==> src/rtl/seq_alu.sv <==
// Handshaked multi-cycle ALU: single-cycle logic/arithmetic/compare ops plus
// iterative unsigned shift-add multiply and restoring divide.
module seq_alu #(
    parameter  int WIDTH = 32,
    localparam int CNT_W = $clog2(WIDTH) + 1
) (
    input  logic             clk,
    input  logic             rst,
    input  logic             in_valid,
    output logic             in_ready,
    input  logic [3:0]       ALUctrl,
    input  logic [WIDTH-1:0] input1,
    input  logic [WIDTH-1:0] input2,
    output logic             out_valid,
    input  logic             out_ready,
    output logic [WIDTH-1:0] out,
    output logic [WIDTH-1:0] out_hi,
    output logic             Zero,
    output logic             Overflow
);

    localparam logic [3:0] OP_AND  = 4'b0000;
    localparam logic [3:0] OP_OR   = 4'b0001;
    localparam logic [3:0] OP_ADD  = 4'b0010;
    localparam logic [3:0] OP_MUL  = 4'b0011;
    localparam logic [3:0] OP_DIVU = 4'b0100;
    localparam logic [3:0] OP_SUB  = 4'b0110;
    localparam logic [3:0] OP_SLT  = 4'b0111;
    localparam logic [3:0] OP_SLTU = 4'b1000;
    localparam logic [3:0] OP_NOR  = 4'b1100;

    typedef enum logic [1:0] {IDLE, MUL, DIV, DONE} state_t;

    state_t             state, state_nxt;
    logic [CNT_W-1:0]   cnt;
    logic               loaded;
    logic [WIDTH-1:0]   operand;
    logic [2*WIDTH-1:0] prod;
    logic [2*WIDTH-1:0] step;
    logic [WIDTH:0]     mul_sum;
    logic [WIDTH:0]     div_diff;
    logic [WIDTH-1:0]   sum, diff;
    logic [WIDTH-1:0]   alu_res, alu_hi;
    logic               alu_ovf;
    logic               ovf;
    logic               accept;

    assign accept = in_valid && (state == IDLE);
    assign sum    = input1 + input2;
    assign diff   = input1 - input2;

    // Single-cycle result computed straight from the operand inputs so it
    // can be registered on the accept edge.
    always_comb begin
        alu_res = '0;
        alu_hi  = '0;
        alu_ovf = 1'b0;
        case (ALUctrl)
            OP_AND:  alu_res = input1 & input2;
            OP_OR:   alu_res = input1 | input2;
            OP_NOR:  alu_res = ~(input1 | input2);
            OP_ADD: begin
                alu_res = sum;
                alu_ovf = (input1[WIDTH-1] == input2[WIDTH-1]) &&
                          (sum[WIDTH-1] != input1[WIDTH-1]);
            end
            OP_SUB: begin
                alu_res = diff;
                alu_ovf = (input1[WIDTH-1] != input2[WIDTH-1]) &&
                          (diff[WIDTH-1] != input1[WIDTH-1]);
            end
            OP_SLT:  alu_res = {{(WIDTH-1){1'b0}}, ($signed(input1) < $signed(input2))};
            OP_SLTU: alu_res = {{(WIDTH-1){1'b0}}, (input1 < input2)};
            OP_DIVU: begin
                alu_res = '1;
                alu_hi  = input1;
            end
            default: ;
        endcase
    end

    // prod holds {acc, multiplier} for MUL and {remainder, quotient} for DIV.
    assign mul_sum  = {1'b0, prod[2*WIDTH-1:WIDTH]} + {1'b0, operand};
    assign div_diff = prod[2*WIDTH-1:WIDTH-1] - {1'b0, operand};

    always_comb begin
        step = '0;
        if (state == DIV) begin
            if (div_diff[WIDTH])
                step = {prod[2*WIDTH-2:0], 1'b0};
            else
                step = {div_diff[WIDTH-1:0], prod[WIDTH-2:0], 1'b1};
        end else begin
            if (prod[0])
                step = {mul_sum, prod[WIDTH-1:1]};
            else
                step = {1'b0, prod[2*WIDTH-1:1]};
        end
    end

    always_ff @(posedge clk) begin
        if (rst)
            state <= IDLE;
        else
            state <= state_nxt;
    end

    always_comb begin
        state_nxt = state;
        case (state)
            IDLE: begin
                if (in_valid) begin
                    if (ALUctrl == OP_MUL)
                        state_nxt = MUL;
                    else if (ALUctrl == OP_DIVU && input2 != '0)
                        state_nxt = DIV;
                    else
                        state_nxt = DONE;
                end
            end
            MUL, DIV: if (loaded && cnt == '0) state_nxt = DONE;
            DONE:     if (out_ready) state_nxt = IDLE;
            default:  state_nxt = IDLE;
        endcase
    end

    always_comb begin
        in_ready  = (state == IDLE);
        out_valid = (state == DONE);
    end

    // The first busy cycle only stages the operands, so the final iteration
    // and result write land WIDTH+1 edges after the accept edge.
    always_ff @(posedge clk) begin
        if (rst) begin
            out     <= '0;
            out_hi  <= '0;
            ovf     <= 1'b0;
            cnt     <= '0;
            loaded  <= 1'b0;
            operand <= '0;
            prod    <= '0;
        end else begin
            case (state)
                IDLE: begin
                    if (accept) begin
                        cnt    <= CNT_W'(WIDTH - 1);
                        loaded <= 1'b0;
                        if (ALUctrl == OP_MUL) begin
                            operand <= input1;
                            prod    <= {{WIDTH{1'b0}}, input2};
                            ovf     <= 1'b0;
                        end else if (ALUctrl == OP_DIVU && input2 != '0) begin
                            operand <= input2;
                            prod    <= {{WIDTH{1'b0}}, input1};
                            ovf     <= 1'b0;
                        end else begin
                            out    <= alu_res;
                            out_hi <= alu_hi;
                            ovf    <= alu_ovf;
                        end
                    end
                end
                MUL, DIV: begin
                    if (!loaded) begin
                        loaded <= 1'b1;
                    end else begin
                        prod <= step;
                        if (cnt == '0) begin
                            out    <= step[WIDTH-1:0];
                            out_hi <= step[2*WIDTH-1:WIDTH];
                        end else begin
                            cnt <= cnt - 1'b1;
                        end
                    end
                end
                default: ;
            endcase
        end
    end

    assign Zero     = (out == '0);
    assign Overflow = ovf;

endmodule

==> config.mk <==
export PLATFORM = sky130hd
export DESIGN_NAME = seq_alu
export DESIGN_NICKNAME = d
export VERILOG_FILES = /design/src/rtl/seq_alu.sv
export SDC_FILE = /design/constraint.sdc
export NUM_CORES = 1
export LEC_CHECK = 0
export ABC_AREA = 1
export CAP_MARGIN = 10
export CORE_MARGIN = 5
export CORE_UTILIZATION = 30
export CTS_BUF_LIST = sky130_fd_sc_hd__clkbuf_4 sky130_fd_sc_hd__clkbuf_8 sky130_fd_sc_hd__clkbuf_16
export CTS_CLUSTER_DIAMETER = 50
export CTS_CLUSTER_SIZE = 30
export DETAILED_ROUTE_END_ITERATION = 7
export PLACE_DENSITY = 0.54
export RECOVER_POWER = 50
export SYNTH_ARGS = -nofsm -noshare
export SYNTH_HDL_FRONTEND = slang
export SYNTH_SLANG_ARGS = --single-unit
==> constraint.sdc <==
create_clock -name clk -period 7.4 [get_ports clk]
set_clock_uncertainty 0.05 [all_clocks]
set_input_delay 0.74 -clock clk [delete_from_list [all_inputs] [get_ports clk]]
set_output_delay 0.74 -clock clk [all_outputs]
set_load 0.02 [all_outputs]
==> results of run 1 <==
==> state kept, by name (all words and copies together) (netlist names) <==
signal and cells:
Overflow 1, cnt 6, loaded 1, operand 32
out 32, out_hi 32, prod 64, state 2
==> worst max-delay path: stages <==
cell,delay [ns]
sky130_fd_sc_hd__dlygate4sd3_1,0.60
sky130_fd_sc_hd__nor2_1,0.19
sky130_fd_sc_hd__inv_1,0.11
sky130_fd_sc_hd__nor2_4,0.08
sky130_fd_sc_hd__clkbuf_1,0.90
sky130_fd_sc_hd__nand2_1,0.37
sky130_fd_sc_hd__nand2_1,0.21
sky130_fd_sc_hd__nand2_1,0.08
sky130_fd_sc_hd__clkinv_1,0.05
sky130_fd_sc_hd__clkbuf_1,1.74
sky130_fd_sc_hd__o21ai_0,0.33
sky130_fd_sc_hd__a31oi_1,0.26
==> power groups by stage <==
stage	sequential (mW)	combinational, mW	clock (mW)
after floorplan	1.47	5.19	0
after global placement	1.50	6.99	0
after detailed placement	1.50	7.02	0
after CTS	1.48	7.06	0.998
after global routing	1.51	7.87	1.03
final	1.48	7.03	0.978
==> cells in the mapped netlist (all sizes together) (4+ instances only) <==
cell type	instances
and2	4
nand3	268
dfxtp	170
a221oi	12
nor4	10
nand4	40
a21oi	381
ha	180
xor2	8
a21boi	4
nand3b	8
or2	12
a211oi	18
nor3	29
nand2	1068
o211ai	9
o21ai	274
xnor2	8
fa	4
clkbuf	81
buf	59
inv	579
nor2	285
o21bai	42
a31oi	40
==> kinds of logic after synthesis <==
logic type | Yosys count
xor gates and xnor gates | 16
DFF | 170
buffers and inverters | 721
AOI/OAI and AO/OA | 793
and+or+nand+nor | 1727
adders and majority gates | 184
==> worst max path at each step <==
stage | end | cells after the start | slack, ns | startpoint
floorplan | out[18] | 17 | 4.94 | input1[0]
global placement | out[5] | 12 | 2.95 | input2[16]
detailed placement | out[5] | 12 | 2.85 | input2[16]
CTS | Zero | 4 | 3.16 | out[28]
global route | operand[13] | 12 | 1.65 | ALUctrl[0]
finish | operand[19] | 12 | 2.03 | ALUctrl[0]
==> final cells by class <==
cell class              count  share of cell area (%)
clock buffers              18                   1.913
inverters                 581                   9.509
flip-flops and latches    170                   14.82
clock inverters            14                  0.6812
multi-input cells        2720                   61.50
repair buffers            161                   6.801
well taps                 873                   4.757
diodes                      2                 0.02180
==> placed cells by master (no fill, tap or decap), types with 4 or more instances in the layout <==
cell type	synthesis	layout
sky130_fd_sc_hd__a211oi_1	18	18
sky130_fd_sc_hd__a21boi_0	4	4
sky130_fd_sc_hd__a21oi_1	376	376
sky130_fd_sc_hd__a21oi_2	4	4
sky130_fd_sc_hd__a221oi_1	12	12
sky130_fd_sc_hd__a31oi_1	40	40
sky130_fd_sc_hd__and2_1	4	4
sky130_fd_sc_hd__buf_4	11	19
sky130_fd_sc_hd__clkbuf_16	0	17
sky130_fd_sc_hd__clkdlybuf4s50_1	0	71
sky130_fd_sc_hd__dfxtp_1	170	170
sky130_fd_sc_hd__dlygate4sd3_1	0	68
sky130_fd_sc_hd__fa_1	4	4
sky130_fd_sc_hd__ha_1	180	178
sky130_fd_sc_hd__inv_1	571	569
sky130_fd_sc_hd__inv_2	8	9
sky130_fd_sc_hd__inv_8	0	6
sky130_fd_sc_hd__nand2_1	1035	1036
sky130_fd_sc_hd__nand2_2	27	26
sky130_fd_sc_hd__nand2_4	4	4
sky130_fd_sc_hd__nand3_1	254	253
sky130_fd_sc_hd__nand3_2	13	13
sky130_fd_sc_hd__nand3b_1	8	8
sky130_fd_sc_hd__nand4_1	40	40
sky130_fd_sc_hd__nor2_1	280	279
sky130_fd_sc_hd__nor3_1	27	27
sky130_fd_sc_hd__nor4_1	10	9
sky130_fd_sc_hd__o211ai_1	9	9
sky130_fd_sc_hd__o21ai_0	260	262
sky130_fd_sc_hd__o21ai_1	13	12
sky130_fd_sc_hd__o21bai_1	42	42
sky130_fd_sc_hd__or2_2	12	12
sky130_fd_sc_hd__xnor2_1	8	8
sky130_fd_sc_hd__xor2_1	8	8
==> routing by layer <==
metal	part of all wire [%]	global-route usage (%)	routed length (microns)	vias up
li1	-	-	-	11730
met1	44	30.74	39690	10790
met2	47	40.05	42110	740
met3	5.3	2.159	4714	130
met4	3.4	7.804	3009	0
met5	0	0	0	-
==> through the flow <==
step	hold slack [ns]	utilization, %	instance area (sq um)	worst slack [ns]	total power [mW]
floorplan	0.3797	-	20340	4.940	6.656
global placement	0.3937	33.33	22380	2.952	8.497
detailed placement	0.3950	33.33	22380	2.855	8.519
CTS	0.4059	34.22	22980	3.159	9.535
global route	0.4212	34.18	22960	1.646	10.40
finish	0.4036	34.19	22960	2.027	9.490
==> qor.json, run 1 <==
{
  "power": {
    "power_frac_clock_pct": 10.3,
    "cellInternalPower_mw": 3.863,
    "power_frac_seq_pct": 15.6,
    "netSwitchingPower_mw": 5.628,
    "p_sw_share_pct": 59.30,
    "power_density_nw_per_um2": 413.3,
    "pwr-share-comb_pct": 74.1,
    "power.static_leakage_nw": 11.51,
    "ir_drop_mv": 0.2113
  },
  "die": {
    "die_w_microns": 270.4,
    "rows": 95,
    "io-pin-count": 140,
    "floorplan.die_area_sq_um": 73100,
    "initial_standard_cell_utilization_of_the_core_pct": 30.28,
    "chipHeight_microns": 270.4,
    "coreArea_sq_um": 67160
  },
  "critical_path": {
    "crit-reg2reg-launch": "state[0]",
    "criticalPathCategory": "input port to register",
    "r2r-end": "out[4]",
    "cp-start-kind": "input port",
    "worst-endpoint-required_ns": 7.74,
    "worst_ep_arrival_time_ns": 5.71,
    "reg2reg_setup_slack_ns": 2.93,
    "ff2ff_path_depth": 9,
    "critPathMaxFanout": 64,
    "timing.critical_path.to_type": "register"
  },
  "yosys": {
    "synthMuxAreaShare_pct": 0,
    "most_area_consuming_cells_after_synthesis": "sky130_fd_sc_hd__nand2_1 19%, sky130_fd_sc_hd__dfxtp_1 17%, sky130_fd_sc_hd__ha_1 11%",
    "asyncSetResetFlopFracSynth_pct": 0,
    "synthesis.instances": 3611,
    "synth_xor_xnor_area_share_pct": 0.6890,
    "ys_seq_elements": 170,
    "synth_compound_area_share_pct": 21.25,
    "synth_top_family_by_area": "simple AND/OR/NAND/NOR gates",
    "synth.cell_area_sq_um": 20340,
    "synthFlopType": "sky130_fd_sc_hd__dfxtp_1",
    "post-synth-top-area-cell": "sky130_fd_sc_hd__nand2_1",
    "post_synth.cell_area_avg_sq_um": 5.632,
    "synth_adder_area_share_pct": 11.47,
    "yosysWarningCount": 0,
    "synth_enable_flop_cells": 0,
    "synthSimpleGateAreaFrac_pct": 35.88,
    "yosys.cell_types.count": 54,
    "synthesis.nets": 3867,
    "synth_top_cell_area_share_pct": 19.10,
    "synth_seq_area_share_pct": 16.73
  },
  "clock_network": {
    "h-tree-depth": 4,
    "insertion_delay_ns": 0.49,
    "clockBufferDepth": 2,
    "tritoncts": "yes",
    "cts_hold_repair.buffers": 0,
    "cts_inserted_buffers": 17,
    "post_cts_resize_count": 0,
    "postCtsSetupBuffers": 0,
    "clock_pin_transition_on_the_worst_setup_and_hold_timing_paths_ns": 0.07,
    "clockRootBuffer": "sky130_fd_sc_hd__clkbuf_16",
    "number_of_sinks_handled_by_clock_tree_synthesis": 170
  },
  "global_route": {
    "grt_overflow_total": 0,
    "groute.usage.overall_pct": 23.32,
    "first_global_vias": 22180,
    "grt_first_pass_wirelength_mm": 133.4,
    "grt_max_degree": 97,
    "initial_antenna_violation_count": 0
  },
  "timing": {
    "fmax_ghz": 0.1861,
    "slew_violations": 115,
    "timing.max_slew.rel_slack_pct": -64.50,
    "layout_worst_path_cycle_share_pct": 72.61,
    "setup_total_negative_slack_ns": 0,
    "fin_crit_ns": 5.373,
    "max_slew.worst_pin.slew_ns": 2.468,
    "rsz0062_at_grt": "no",
    "finalHoldViolations": 0,
    "finalSetupViolations": 0
  },
  "final_layout": {
    "syn2layout_area_growth_pct": 12.89,
    "area_occupied_by_multi_input_gates_sq_um": 14120,
    "regArea_sq_um": 3403,
    "final.fill_count": 7570,
    "post_route_cells_drive_above_1_share_pct": 3.739,
    "final_net_count": 3907,
    "layout.cells.non_filler": 4539
  },
  "hold_path": {
    "whs_path_depth": 1,
    "min-delay-path-class": "register to register",
    "worst_hold_startpoint": "cnt[5]",
    "worst_hold_endpoint": "cnt[5]"
  },
  "placed_design": {
    "place.gp.congestion": 0.9693,
    "numPlacedInstances": 4505,
    "hpwlAfterDp_mm": 71.44,
    "io_buffer_count": 139
  },
  "route": {
    "drtAntennaViolNets": 0,
    "avgRoutedWirePerCell_microns": 19.72,
    "drt-total-wl_mm": 89.52,
    "viasPerCell": 5.153,
    "detailroute.via_count": 23390,
    "firstDrtPassIters": 7,
    "drcViolationCount": 0,
    "drt-initial-drc-count": 1991
  },
  "status": {
    "violations": "capacitance limit, slew limit",
    "status": "complete, but fails checks"
  },
  "run": {
    "cap_viol_max_count": 2
  }
}
No activity file was read; power rests on OpenSTA's default activity.
==> run 2, diff against run 1 <==
- clock period: 7.4 -> 5.1 ns (I/O delays scaled with it)
==> qor.json, run 2 (synthesis gave the netlist of run 1 again) <==
{
  "timing": {
    "max_slew.worst_pin.slew": {"value": 2.278, "unit": "ns", "change": "was 2.468 ns"},
    "fin_crit_ns": 4.129,
    "layout_worst_path_cycle_share_pct": 80.96,
    "finalHoldViolations": {"value": 0, "change": "unchanged"},
    "fmax_ghz": 0.2422,
    "finalSetupViolations": {"value": 0, "change": "unchanged"},
    "slew_violations": {"value": 38, "change": "was 115"},
    "timing.max_slew.rel_slack": {"value": -51.88, "unit": "%", "change": "was -64.50%"},
    "setup_total_negative_slack": {"value": 0, "unit": "ns", "change": "unchanged"},
    "rsz0062_at_grt": {"value": "no", "change": "unchanged"},
    "worst_setup_slack_after_layout": {"value": 0.9708, "unit": "ns", "change": "was 2.027 ns"}
  },
  "final_layout": {
    "largest-register": {"value": "prod", "change": "unchanged"},
    "insertedDiodeCount": {"value": 0, "change": "was 2"},
    "post_route_cells_drive_above_1_share": {"value": 3.924, "unit": "%", "change": "was 3.739%"},
    "syn2layout_area_growth": {"value": 13.33, "unit": "%", "change": "was 12.89%"},
    "layout.cells.non_filler": {"value": 4543, "change": "was 4539"},
    "final.fill_count": {"value": 7641, "change": "was 7570"},
    "layout_common_cells": {"value": "1035 x sky130_fd_sc_hd__nand2_1, 570 x sky130_fd_sc_hd__inv_1, 376 x sky130_fd_sc_hd__a21oi_1, 280 x sky130_fd_sc_hd__nor2_1, 261 x sky130_fd_sc_hd__o21ai_0", "change": "was 1036 x sky130_fd_sc_hd__nand2_1, 569 x sky130_fd_sc_hd__inv_1, 376 x sky130_fd_sc_hd__a21oi_1, 279 x sky130_fd_sc_hd__nor2_1, 262 x sky130_fd_sc_hd__o21ai_0"},
    "largest_register_ffs": {"value": 64, "change": "unchanged"},
    "layout_commonest_cell": {"value": "sky130_fd_sc_hd__nand2_1", "change": "unchanged"},
    "area_occupied_by_multi_input_gates": {"value": 14130, "unit": "sq um", "change": "was 14120 sq um"},
    "final_net_count": {"value": 3913, "change": "was 3907"},
    "regArea": {"value": 3403, "unit": "sq um", "change": "unchanged"}
  },
  "status": {
    "violations": {"value": "capacitance limit, slew limit", "change": "unchanged"},
    "status": {"value": "complete, but fails checks", "change": "unchanged"}
  },
  "route": {
    "drt-total-wl": {"value": 89.20, "unit": "mm", "change": "was 89.52 mm"},
    "avgRoutedWirePerCell": {"value": 19.64, "unit": "microns", "change": "was 19.72 microns"},
    "routedLengthMet1": {"value": 39.71, "unit": "mm", "change": "was 39.69 mm"},
    "detailroute.via_count": {"value": 23250, "change": "was 23390"},
    "total_length_of_routed_met3_wires": {"value": 4.529, "unit": "mm", "change": "was 4.714 mm"},
    "drcViolationCount": {"value": 0, "change": "unchanged"},
    "routed.top_layer": {"value": "met4", "change": "unchanged"},
    "drt-initial-drc-count": {"value": 1910, "change": "was 1991"},
    "viasPerCell": {"value": 5.117, "change": "was 5.153"},
    "wl_met2": {"value": 42.20, "unit": "mm", "change": "was 42.11 mm"},
    "firstDrtPassIters": {"value": 5, "change": "was 7"},
    "drtAntennaViolNets": {"value": 0, "change": "unchanged"}
  },
  "critical_path": {
    "ff2ff_path_depth": {"value": 11, "change": "was 9"},
    "r2r-end": {"value": "prod[42]", "change": "was out[4]"},
    "worst-endpoint-required": {"value": 5.38, "unit": "ns", "change": "was 7.74 ns"},
    "startpoint": {"value": "input2[1]", "change": "was ALUctrl[0]"},
    "setup.worst_path.end": {"value": "prod[42]", "change": "was operand[19]"},
    "worst_ep_arrival_time": {"value": 4.41, "unit": "ns", "change": "was 5.71 ns"},
    "critPathMaxFanout": {"value": 65, "change": "was 64"},
    "timing.critical_path.to_type": {"value": "register", "change": "unchanged"},
    "crit-reg2reg-launch": {"value": "state[1]", "change": "was state[0]"},
    "cp-start-kind": {"value": "input port", "change": "unchanged"},
    "criticalPathCategory": {"value": "input port to register", "change": "unchanged"},
    "reg2reg_setup_slack": {"value": 1.41, "unit": "ns", "change": "was 2.93 ns"}
  },
  "power": {
    "power_density": {"value": 598.1, "unit": "nW/um^2", "change": "was 413.3 nW/um^2"},
    "power.static_leakage": {"value": 11.56, "unit": "nW", "change": "was 11.51 nW"},
    "ir_drop": {"value": 0.5031, "unit": "mV", "change": "was 0.2113 mV"}
  },
  "die": {
    "floorplan.die_area": {"value": 73100, "unit": "sq um", "change": "unchanged"},
    "io-pin-count": {"value": 140, "change": "unchanged"},
    "chipHeight": {"value": 270.4, "unit": "microns", "change": "unchanged"},
    "initial_standard_cell_utilization_of_the_core": {"value": 30.28, "unit": "%", "change": "unchanged"},
    "rows": {"value": 95, "change": "unchanged"},
    "coreArea": {"value": 67160, "unit": "sq um", "change": "unchanged"},
    "die_w": {"value": 270.4, "unit": "microns", "change": "unchanged"}
  },
  "placed_design": {
    "place.gp.congestion": {"value": 0.9764, "change": "was 0.9693"},
    "hpwlAfterDp": {"value": 72.21, "unit": "mm", "change": "was 71.44 mm"},
    "io_buffer_count": {"value": 139, "change": "unchanged"},
    "place_ws": {"value": 1.294, "unit": "ns", "change": "was 2.855 ns"},
    "numPlacedInstances": {"value": 4511, "change": "was 4505"}
  },
  "clock_network": {
    "cts_inserted_buffers": {"value": 17, "change": "unchanged"},
    "postCtsSetupBuffers": {"value": 0, "change": "unchanged"},
    "h-tree-depth": {"value": 4, "change": "unchanged"},
    "clock_pin_transition_on_the_worst_setup_and_hold_timing_paths": {"value": 0.07, "unit": "ns", "change": "about the same"},
    "number_of_sinks_handled_by_clock_tree_synthesis": {"value": 170, "change": "unchanged"},
    "cts_hold_repair.buffers": {"value": 0, "change": "unchanged"},
    "post_cts_resize_count": {"value": 0, "change": "unchanged"},
    "insertion_delay": {"value": 0.48, "unit": "ns", "change": "was 0.49 ns"},
    "clockRootBuffer": {"value": "sky130_fd_sc_hd__clkbuf_16", "change": "unchanged"},
    "clockBufferDepth": {"value": 2, "change": "unchanged"},
    "tritoncts": {"value": "yes", "change": "unchanged"}
  },
  "global_route": {
    "groute.usage.overall": {"value": 23.42, "unit": "%", "change": "was 23.32%"},
    "initial_antenna_violation_count": {"value": 0, "change": "unchanged"},
    "grt_first_pass_wirelength": {"value": 134.3, "unit": "mm", "change": "was 133.4 mm"},
    "grt_overflow_total": {"value": 0, "change": "unchanged"},
    "grt_max_degree": {"value": 84, "change": "was 97"},
    "first_global_vias": {"value": 22310, "change": "was 22180"}
  },
  "hold_path": {
    "whs_path_depth": {"value": 1, "change": "unchanged"},
    "min-delay-path-class": {"value": "register to register", "change": "unchanged"}
  },
  "run": {
    "cap_viol_max_count": {"value": 1, "change": "was 2"}
  }
}
-- run 2: cell types whose count changed in the layout (fill, tap and decap cells not counted), moves of 2 or more --
cell	change
sky130_fd_sc_hd__buf_4	+5
sky130_fd_sc_hd__inv_8	-5
sky130_fd_sc_hd__clkinv_4	+2
sky130_fd_sc_hd__diode_2	-2
-- run 2: worst min path at each step --
stage	endpoint	startpoint	slack [ns]
floorplan	cnt[5]	cnt[5]	0.38
global placement	cnt[0]	cnt[0]	0.40
detailed placement	cnt[0]	cnt[0]	0.41
CTS	cnt[0]	cnt[0]	0.42
global route	out[2]	out[2]	0.43
finish	cnt[0]	cnt[0]	0.42
-- run 2: worst max-delay path: stages --
cell and delay, ns:
sky130_fd_sc_hd__dlygate4sd3_1 0.62, sky130_fd_sc_hd__inv_1 0.33, sky130_fd_sc_hd__nand4_1 0.21, sky130_fd_sc_hd__nor2_1 0.26, sky130_fd_sc_hd__nand4_1 0.13, sky130_fd_sc_hd__nand2_1 0.23
sky130_fd_sc_hd__nand2_2 0.12, sky130_fd_sc_hd__o21ai_4 0.12, sky130_fd_sc_hd__clkbuf_1 0.73, sky130_fd_sc_hd__inv_2 0.67, sky130_fd_sc_hd__o21ai_0 0.38, sky130_fd_sc_hd__a21oi_1 0.06
-- run 2: cell type report --
class	instances	share of cell area, %
multi-input cells	2720	61.31
clock buffers	20	1.998
repair buffers	167	7.024
well taps	873	4.739
clock inverters	12	0.6948
inverters	581	9.472
flip-flops and latches	170	14.76
-- run 2: power breakdown --
group,total (mW),internal (mW),leakage (nW),switching [mW]
registers,2.16,1.73,1.39,0.435
logic,10.2,3.17,9.87,7.02
clock network,1.43,0.768,0.302,0.664
total,13.8,5.66,11.6,8.12
-- run 2: per-stage QoR --
step           hold slack [ns]  instance area (sq um)  total power, mW  utilization, %
2_1_floorplan           0.3797                  20340            9.658               -
3_3_place_gp            0.3966                  22450            12.34           33.42
3_5_place_dp            0.4055                  22450            12.36           33.42
4_1_cts                 0.4172                  23070            13.85           34.35
5_1_grt                 0.4251                  23050            15.11           34.32
6_report                0.4159                  23050            13.79           34.32
-- run 2: layer usage --
layer | global-route usage (%) | vias up
met3 | 2.239 | 122
met5 | 0 | -
li1 | - | 11740
met4 | 7.292 | 0
met1 | 30.55 | 10720
met2 | 40.84 | 670
